## src/rtl/video_blit_pkg.sv

```systemverilog
// Shared types and widths for the picture-ROM blit reader.
package video_blit_pkg;

    localparam int ABP_W     = 13;
    localparam int VW_ADDR_W = 16;
    localparam int DIM_W     = 8;

    typedef enum logic [2:0] {
        IDLE  = 3'd0,
        FETCH = 3'd1,
        WAIT  = 3'd2,
        WRITE = 3'd3,
        NEXT  = 3'd4,
        FIN   = 3'd5
    } blit_state_t;

    function automatic logic [15:0] pack_planes(input logic [3:0] z, input logic [3:0] r,
                                                input logic [3:0] g, input logic [3:0] b);
        return {z, r, g, b};
    endfunction

endpackage

```

## src/rtl/video_picture_blit_reader_if.sv

```systemverilog
// Control, picture-ROM and video-RAM write signals of the blit reader.
// Handshake: a VRAM write transfers on a clock edge where VW_VALID and VW_READY are both high;
// while VW_VALID is high and VW_READY low, VW_ADDR/VW_DATA/VW_VALID hold stable.
interface video_picture_blit_reader_if;
    import video_blit_pkg::*;

    logic                 START;
    logic [ABP_W-1:0]     SRC_ADDR;
    logic [VW_ADDR_W-1:0] DST_ADDR;
    logic [DIM_W-1:0]     WIDTH;
    logic [DIM_W-1:0]     HEIGHT;
    logic                 BUSY;
    logic                 DONE;
    logic [ABP_W-1:0]     ABP;
    logic [3:0]           DPZ;
    logic [3:0]           DPR;
    logic [3:0]           DPG;
    logic [3:0]           DPB;
    logic [VW_ADDR_W-1:0] VW_ADDR;
    logic [15:0]          VW_DATA;
    logic                 VW_VALID;
    logic                 VW_READY;

    // master: the blit reader itself; slave: CPU registers, ROM and VRAM around it
    modport master (
        input  START, SRC_ADDR, DST_ADDR, WIDTH, HEIGHT,
        output BUSY, DONE,
        output ABP,
        input  DPZ, DPR, DPG, DPB,
        output VW_ADDR, VW_DATA, VW_VALID,
        input  VW_READY
    );

    modport slave (
        output START, SRC_ADDR, DST_ADDR, WIDTH, HEIGHT,
        input  BUSY, DONE,
        input  ABP,
        output DPZ, DPR, DPG, DPB,
        input  VW_ADDR, VW_DATA, VW_VALID,
        output VW_READY
    );

endinterface

```

## src/rtl/video_blit_addr_gen.sv

```systemverilog
// Source pointer, column/row counters and destination row base for one blit rectangle.
module video_blit_addr_gen
    import video_blit_pkg::*;
#(
    parameter int DST_STRIDE = 256
) (
    input  logic                 clk_i,
    input  logic                 rst_al_i,
    input  logic                 load_i,
    input  logic                 step_i,
    input  logic [ABP_W-1:0]     src_addr_i,
    input  logic [VW_ADDR_W-1:0] dst_addr_i,
    input  logic [DIM_W-1:0]     width_i,
    input  logic [DIM_W-1:0]     height_i,
    output logic [ABP_W-1:0]     src_ptr_o,
    output logic [VW_ADDR_W-1:0] dst_addr_o,
    output logic                 blit_last_o
);

    logic [ABP_W-1:0]     src_q,    src_d;
    logic [DIM_W-1:0]     col_q,    col_d;
    logic [DIM_W-1:0]     row_q,    row_d;
    logic [VW_ADDR_W-1:0] base_q,   base_d;
    logic [DIM_W-1:0]     width_q,  width_d;
    logic [DIM_W-1:0]     height_q, height_d;
    logic                 last_col;
    logic                 last_row;

    assign last_col    = (col_q == width_q - 8'd1);
    assign last_row    = (row_q == height_q - 8'd1);
    assign blit_last_o = last_col && last_row;
    assign src_ptr_o   = src_q;
    assign dst_addr_o  = base_q + {8'd0, col_q};

    always_comb begin
        src_d    = src_q;
        col_d    = col_q;
        row_d    = row_q;
        base_d   = base_q;
        width_d  = width_q;
        height_d = height_q;
        if (load_i) begin
            src_d    = src_addr_i;
            col_d    = '0;
            row_d    = '0;
            base_d   = dst_addr_i;
            width_d  = width_i;
            height_d = height_i;
        end else if (step_i) begin
            // all pointers wrap naturally at their register width
            src_d = src_q + 13'd1;
            if (last_col) begin
                col_d  = '0;
                row_d  = row_q + 8'd1;
                base_d = base_q + 16'(DST_STRIDE);
            end else begin
                col_d = col_q + 8'd1;
            end
        end
    end

    always_ff @(posedge clk_i) begin
        if (!rst_al_i) begin
            src_q    <= '0;
            col_q    <= '0;
            row_q    <= '0;
            base_q   <= '0;
            width_q  <= '0;
            height_q <= '0;
        end else begin
            src_q    <= src_d;
            col_q    <= col_d;
            row_q    <= row_d;
            base_q   <= base_d;
            width_q  <= width_d;
            height_q <= height_d;
        end
    end

endmodule

```

## src/rtl/video_picture_blit_reader.sv

```systemverilog
// Blit reader: fetches picture-ROM words and streams them as a WIDTH x HEIGHT rectangle into VRAM.
// Define VIDEO_BLIT_TRANSPARENT_EN to skip (not write) captured words equal to 16'h0000.
module video_picture_blit_reader
    import video_blit_pkg::*;
#(
    parameter int ROM_LAT    = 1,   // cycles from ABP change to valid DP* data, 1..3
    parameter int DST_STRIDE = 256
) (
    input  logic                        CLK,
    input  logic                        RST_AL,
    video_picture_blit_reader_if.master bus,
    output blit_state_t                 state_dbg_o
);

`ifdef VIDEO_BLIT_TRANSPARENT_EN
    localparam bit SKIP_ZERO = 1'b1;
`else
    localparam bit SKIP_ZERO = 1'b0;
`endif

    blit_state_t          state_q;
    logic                 busy_q;
    logic                 done_q;
    logic [ABP_W-1:0]     abp_q;
    logic [VW_ADDR_W-1:0] vw_addr_q;
    logic [15:0]          vw_data_q;
    logic                 vw_valid_q;
    logic [1:0]           lat_cnt_q;

    logic                 load;
    logic                 step;
    logic [ABP_W-1:0]     src_ptr;
    logic [VW_ADDR_W-1:0] dst_addr;
    logic                 blit_last;
    logic [15:0]          rom_word;

    assign rom_word = pack_planes(bus.DPZ, bus.DPR, bus.DPG, bus.DPB);
    assign load     = (state_q == IDLE) && bus.START;
    assign step     = (state_q == NEXT);

    video_blit_addr_gen #(
        .DST_STRIDE(DST_STRIDE)
    ) u_addr_gen (
        .clk_i      (CLK),
        .rst_al_i   (RST_AL),
        .load_i     (load),
        .step_i     (step),
        .src_addr_i (bus.SRC_ADDR),
        .dst_addr_i (bus.DST_ADDR),
        .width_i    (bus.WIDTH),
        .height_i   (bus.HEIGHT),
        .src_ptr_o  (src_ptr),
        .dst_addr_o (dst_addr),
        .blit_last_o(blit_last)
    );

    always_ff @(posedge CLK) begin
        if (!RST_AL) begin
            state_q    <= IDLE;
            busy_q     <= 1'b0;
            done_q     <= 1'b0;
            abp_q      <= '0;
            vw_addr_q  <= '0;
            vw_data_q  <= '0;
            vw_valid_q <= 1'b0;
            lat_cnt_q  <= '0;
        end else begin
            done_q <= 1'b0;
            case (state_q)
                IDLE: begin
                    if (bus.START) begin
                        busy_q  <= 1'b1;
                        state_q <= (bus.WIDTH == '0 || bus.HEIGHT == '0) ? FIN : FETCH;
                    end
                end
                FETCH: begin
                    abp_q     <= src_ptr;
                    lat_cnt_q <= 2'(ROM_LAT);
                    state_q   <= WAIT;
                end
                WAIT: begin
                    lat_cnt_q <= lat_cnt_q - 2'd1;
                    // last latency cycle: DP* now reflects ABP
                    if (lat_cnt_q == 2'd1) begin
                        if (SKIP_ZERO && rom_word == 16'h0000) begin
                            state_q <= NEXT;
                        end else begin
                            vw_addr_q  <= dst_addr;
                            vw_data_q  <= rom_word;
                            vw_valid_q <= 1'b1;
                            state_q    <= WRITE;
                        end
                    end
                end
                WRITE: begin
                    if (bus.VW_READY) begin
                        vw_valid_q <= 1'b0;
                        state_q    <= NEXT;
                    end
                end
                NEXT: begin
                    state_q <= blit_last ? FIN : FETCH;
                end
                FIN: begin
                    done_q  <= 1'b1;
                    busy_q  <= 1'b0;
                    state_q <= IDLE;
                end
                default: state_q <= IDLE;
            endcase
        end
    end

    assign bus.BUSY     = busy_q;
    assign bus.DONE     = done_q;
    assign bus.ABP      = abp_q;
    assign bus.VW_ADDR  = vw_addr_q;
    assign bus.VW_DATA  = vw_data_q;
    assign bus.VW_VALID = vw_valid_q;
    assign state_dbg_o  = state_q;

endmodule

```

## src/flat_wrapper.sv

```systemverilog
// flat-port wrapper written by rule: the top's interface ports become plain ports
module video_picture_blit_reader_flat import video_blit_pkg::*;
#(
    parameter int ROM_LAT    = 1,                                                    
    parameter int DST_STRIDE = 256
)
  (CLK, RST_AL, state_dbg_o, bus_START, bus_SRC_ADDR, bus_DST_ADDR, bus_WIDTH, bus_HEIGHT, bus_BUSY, bus_DONE, bus_ABP, bus_DPZ, bus_DPR, bus_DPG, bus_DPB, bus_VW_ADDR, bus_VW_DATA, bus_VW_VALID, bus_VW_READY);
  video_picture_blit_reader_if bus_i ();
  input  logic CLK;
  input  logic RST_AL;
  output blit_state_t state_dbg_o;
  input wire logic [$bits(bus_i.START)-1:0] bus_START;
  input wire logic [$bits(bus_i.SRC_ADDR)-1:0] bus_SRC_ADDR;
  input wire logic [$bits(bus_i.DST_ADDR)-1:0] bus_DST_ADDR;
  input wire logic [$bits(bus_i.WIDTH)-1:0] bus_WIDTH;
  input wire logic [$bits(bus_i.HEIGHT)-1:0] bus_HEIGHT;
  output wire logic [$bits(bus_i.BUSY)-1:0] bus_BUSY;
  output wire logic [$bits(bus_i.DONE)-1:0] bus_DONE;
  output wire logic [$bits(bus_i.ABP)-1:0] bus_ABP;
  input wire logic [$bits(bus_i.DPZ)-1:0] bus_DPZ;
  input wire logic [$bits(bus_i.DPR)-1:0] bus_DPR;
  input wire logic [$bits(bus_i.DPG)-1:0] bus_DPG;
  input wire logic [$bits(bus_i.DPB)-1:0] bus_DPB;
  output wire logic [$bits(bus_i.VW_ADDR)-1:0] bus_VW_ADDR;
  output wire logic [$bits(bus_i.VW_DATA)-1:0] bus_VW_DATA;
  output wire logic [$bits(bus_i.VW_VALID)-1:0] bus_VW_VALID;
  input wire logic [$bits(bus_i.VW_READY)-1:0] bus_VW_READY;
  assign bus_i.START = bus_START;
  assign bus_i.SRC_ADDR = bus_SRC_ADDR;
  assign bus_i.DST_ADDR = bus_DST_ADDR;
  assign bus_i.WIDTH = bus_WIDTH;
  assign bus_i.HEIGHT = bus_HEIGHT;
  assign bus_BUSY = bus_i.BUSY;
  assign bus_DONE = bus_i.DONE;
  assign bus_ABP = bus_i.ABP;
  assign bus_i.DPZ = bus_DPZ;
  assign bus_i.DPR = bus_DPR;
  assign bus_i.DPG = bus_DPG;
  assign bus_i.DPB = bus_DPB;
  assign bus_VW_ADDR = bus_i.VW_ADDR;
  assign bus_VW_DATA = bus_i.VW_DATA;
  assign bus_VW_VALID = bus_i.VW_VALID;
  assign bus_i.VW_READY = bus_VW_READY;
  video_picture_blit_reader #(.ROM_LAT(ROM_LAT), .DST_STRIDE(DST_STRIDE)) u_core (.CLK(CLK), .RST_AL(RST_AL), .bus(bus_i), .state_dbg_o(state_dbg_o));
endmodule
```

## config.mk

```make
export PLATFORM = sky130hd
export DESIGN_NAME = video_picture_blit_reader_flat
export DESIGN_NICKNAME = d
export VERILOG_FILES = /design/src/rtl/video_blit_pkg.sv /design/src/rtl/video_picture_blit_reader_if.sv /design/src/rtl/video_blit_addr_gen.sv /design/src/rtl/video_picture_blit_reader.sv /design/src/flat_wrapper.sv
export SDC_FILE = /design/constraint.sdc
export NUM_CORES = 1
export LEC_CHECK = 0
export BUFFER_PORTS_ARGS = -buffer_cell sky130_fd_sc_hd__buf_4
export CAP_MARGIN = 20
export CELL_PAD_IN_SITES_DETAIL_PLACEMENT = 0
export CELL_PAD_IN_SITES_GLOBAL_PLACEMENT = 1
export CORE_MARGIN = 1
export CORE_UTILIZATION = 36
export DETAILED_ROUTE_END_ITERATION = 10
export MAX_ROUTING_LAYER = met4
export PLACE_DENSITY_LB_ADDON = 0.1
export SLEW_MARGIN = 5
export SYNTH_ARGS = -nofsm -noshare
export SYNTH_HDL_FRONTEND = slang
export SYNTH_SLANG_ARGS = --single-unit
```

## constraint.sdc

```tcl
create_clock -name CLK -period 2.44 [get_ports CLK]
set_input_delay 0.488 -clock CLK [delete_from_list [all_inputs] [get_ports CLK]]
set_output_delay 0.488 -clock CLK [all_outputs]
set_load 0.01 [all_outputs]
```

==> flow_metrics.py <==
metrics = {
    "global_route": {
        "grtUsageMet3": 0.0410,
        "grt_pass1_vias": 5231,
        "grt-busiest-layer": "met2",
        "grt_remaining_overflow": 0,
        "antenna_found_initial": 0,
        "grt_pass1_wl_um": 25700,
        "grt.total_usage": 0.208,
        "grtUsageMet2": 0.350,
        "use_met1": 0.245,
        "grt_max_degree": 38,
    },
    "cells_and_area": {
        "drive_gt1_frac": 0.227,
        "n_antenna_cell": 0,
        "area_delta_synth_final_pct": 31.3,
        "layout.nets": 921,
        "final_common_cell": "buf_4",
        "fillCellCount": 1513,
        "final_cell_area_um2": 7410,
        "final_cell_mix": "144 x buf_4, 140 x nand2_1, 113 x dfxtp_1",
        "seq_area_um2": 2280,
        "layoutNonFillerInstCount": 1061,
        "fin_util": 0.485,
        "multi_input_area_um2": 3140,
    },
    "min_path": {
        "hold_class": "in2reg",
        "min_from": "bus_DST_ADDR[4]",
        "holdPathEnd": "u_core.u_addr_gen.base_q[4]",
        "worstHoldPathCells": 3,
    },
    "power": {
        "switching_power_mw": 1.33,
        "clockPowerShare": 0.456,
        "seq_power_share": 0.404,
        "switching_share": 0.259,
        "power_leakage_nw": 2.98,
        "p_int_mw": 3.79,
        "p_per_area_nw_per_um2": 691,
        "pwr-share-comb": 0.140,
        "ir_drop_mv": 0.480,
    },
    "placed_design": {
        "numPortBuffers": 115,
        "place_area_um2": 6830,
        "numPlacedInstances": 1031,
        "gp_congestion": 0.815,
        "hpwl_um": 11600,
    },
    "synth": {
        "synthArstFlopShare": 0,
        "yosysTopAreaCellShare": 0.405,
        "synth_area_leaders": "dfxtp_1 40%, nand2_1 9.3%, a21oi_1 7.5%, xor2_1 4.0%, nand3_1 3.6%",
        "synth_area_um2": 5640,
        "syn_inst": 720,
        "syn_nets": 801,
        "yosys.area.top_type": "dfxtp_1",
        "yosysUniqueCellTypes": 56,
        "synth.avg_cell_area_um2": 7.84,
        "synth_seq_area_share": 0.405,
        "synth_edf_count": 0,
        "yosys_warnings": 0,
        "ys_ff_latch": 114,
        "synthFlopType": "dfxtp_1",
    },
    "drt": {
        "routed_via_density": 5.15,
        "drt.antenna.violating_nets": 0,
        "firstDrtPassIters": 8,
        "drtIter0Drc": 302,
        "drc": 0,
        "wl_per_cell_um": 14.7,
        "routed_wl_um": 15600,
        "vias": 5465,
    },
    "worst_setup_path": {
        "end_kind": "flop",
        "start_kind": "flop",
        "rr_endpoint": "u_core.u_addr_gen.base_q[11]",
        "timing.rr.start": "u_core.u_addr_gen.width_q[1]",
        "critPathKind": "reg2reg",
        "worstRegToRegCells": 8,
        "r2r_setup_slack_ns": 0.18,
        "critPathArrivalTime_ns": 2.58,
        "required_ns": 2.76,
        "worstPathMaxFanout": 8,
    },
    "floorplanning": {
        "die_x_um": 127,
        "initial_core_util": 0.370,
        "core_area_um2": 15300,
        "die_h_um": 127,
        "boundaryPins": 116,
        "dieArea_um2": 16200,
        "rows": 45,
    },
    "flow_run": {
        "cap_violations": 0,
    },
    "sta": {
        "hold_violations": 0,
        "period_share": 0.927,
        "setup_tns_ns": 0,
        "slew_viol_final": 0,
        "fin_skew_ns": 0.00504,
        "grt_setup_unrepaired": "no",
        "max_freq_mhz": 442,
        "setup_viol": 0,
        "worst_slew_pin_slew_ns": 0.485,
        "period_minus_slack_ns": 2.26,
        "relSlewSlack": 0.675,
    },
    "run_status": {
        "status": "complete, no violations",
    },
    "clocking": {
        "cts_inserted_buffers": 17,
        "cts-root-buf": "clkbuf_16",
        "cts_buffer_depth": 2,
        "clk_latency_ns": 0.41,
        "postCtsHoldBufs": 0,
        "tritoncts": "built",
        "htreeDepth": 4,
        "cts.sinks": 114,
        "path_clk_slew_ns": 0.05,
    },
}
-- synthesized netlist by cell type, types with 5 or more instances --
master      n
nand2_1   140
a31oi_1     8
a31o_2      6
nand4_1     5
o21ai_0    25
inv_1      16
or3_1       5
xor2_1     26
a311oi_1    6
nand3b_1    5
a211oi_1   11
xnor2_1    16
nor3_1     25
and3_1      8
nor2_1     47
dfxtp_1   114
a21oi_1    84
nor4_1      6
nand3_1    41
mux2i_1     5
clkbuf_1   37
ha_1       15
-- worst max-delay path, stage by stage (launching register included) --
cell,delay [ns]
dfxtp_2,0.35
inv_1,0.07
ha_4,0.19
xor2_1,0.15
nor2_1,0.10
a21oi_1,0.06
a2111o_1,0.50
or4_1,0.48
a311oi_1,0.26
-- logic make-up (layout without fill, tap and decap cells) --
family,Yosys count,in the layout,share of synthesized area
AND/OR/NAND/NOR,311,311,0.257
AO/OA/AOI/OAI,171,171,0.185
flip-flops,114,114,0.405
buffers and inverters,61,191,0.0430
XOR/XNOR,42,42,0.0652
adder cells (fa/ha/maj),16,16,0.0368
multiplexers,5,5,0.00887
-- registers in the layout (all words and copies together) (netlist names), 2 cells and up --
name,count
u_core.u_addr_gen.height_q,8
u_core.bus.ABP,13
u_core.lat_cnt_q,2
u_core.u_addr_gen.src_ptr_o,13
u_core.bus.VW_DATA,16
u_core.u_addr_gen.col_q,8
u_core.u_addr_gen.row_q,8
u_core.u_addr_gen.base_q,16
u_core.u_addr_gen.width_q,8
u_core.state_dbg_o,3
u_core.bus.VW_ADDR,16
-- layout make-up --
cell class / instances / area share
multi-input combinational: 545 / 0.424
sequential: 114 / 0.308
timing repair buffer: 145 / 0.149
clock buffer: 23 / 0.0672
tap: 211 / 0.0356
inverter: 17 / 0.00862
clock inverter: 6 / 0.00743
-- power by group through the flow --
stage / logic, mW / registers (mW) / clock network, mW
5_1_grt: 0.807 / 2.08 / 2.46
3_5_place_dp: 0.717 / 2.11 / 0
3_3_place_gp: 0.701 / 2.10 / 0
4_1_cts: 0.719 / 2.07 / 2.38
6_report: 0.717 / 2.07 / 2.33
2_1_floorplan: 0.439 / 2.09 / 0
-- how the worst max path moves through the flow --
| stage | startpoint | to | cells past startpoint |
|---|---|---|---|
| 6_report | u_core.u_addr_gen.width_q[1] | u_core.u_addr_gen.base_q[11] | 8 |
| 2_1_floorplan | u_core.u_addr_gen.width_q[0] | u_core.u_addr_gen.base_q[11] | 9 |
| 3_5_place_dp | u_core.u_addr_gen.width_q[1] | u_core.u_addr_gen.base_q[12] | 8 |
| 3_3_place_gp | u_core.u_addr_gen.width_q[1] | u_core.u_addr_gen.base_q[11] | 8 |
| 5_1_grt | u_core.u_addr_gen.width_q[1] | u_core.u_addr_gen.base_q[11] | 8 |
| 4_1_cts | u_core.u_addr_gen.width_q[1] | u_core.u_addr_gen.base_q[11] | 8 |
-- timing repair --
action	4_1_cts	5_1_grt
resized for setup	0	3
endpoints found under the setup margin	0	10
setup buffers	0	1
endpoints found under the hold margin	0	0
-- routing by layer --
metal | share of wire | vias up | wire length (um)
met5 | 0 | - | 0
met4 | 0.017 | 0 | 268
met3 | 0.031 | 17 | 488
met2 | 0.49 | 110 | 7670
met1 | 0.46 | 2570 | 7200
li1 | - | 2768 | -
-- through the flow --
step	power (mW)	hold slack (ns)	setup slack, ns
final	5.12	0.322	0.178
after global routing	5.35	0.314	0.00206
after CTS	5.17	0.311	0.0416
after global placement	2.80	0.444	0.147
after detailed placement	2.82	0.448	0.0358
after floorplan	2.53	0.440	0.160
No activity file was read; power rests on OpenSTA's default activity.
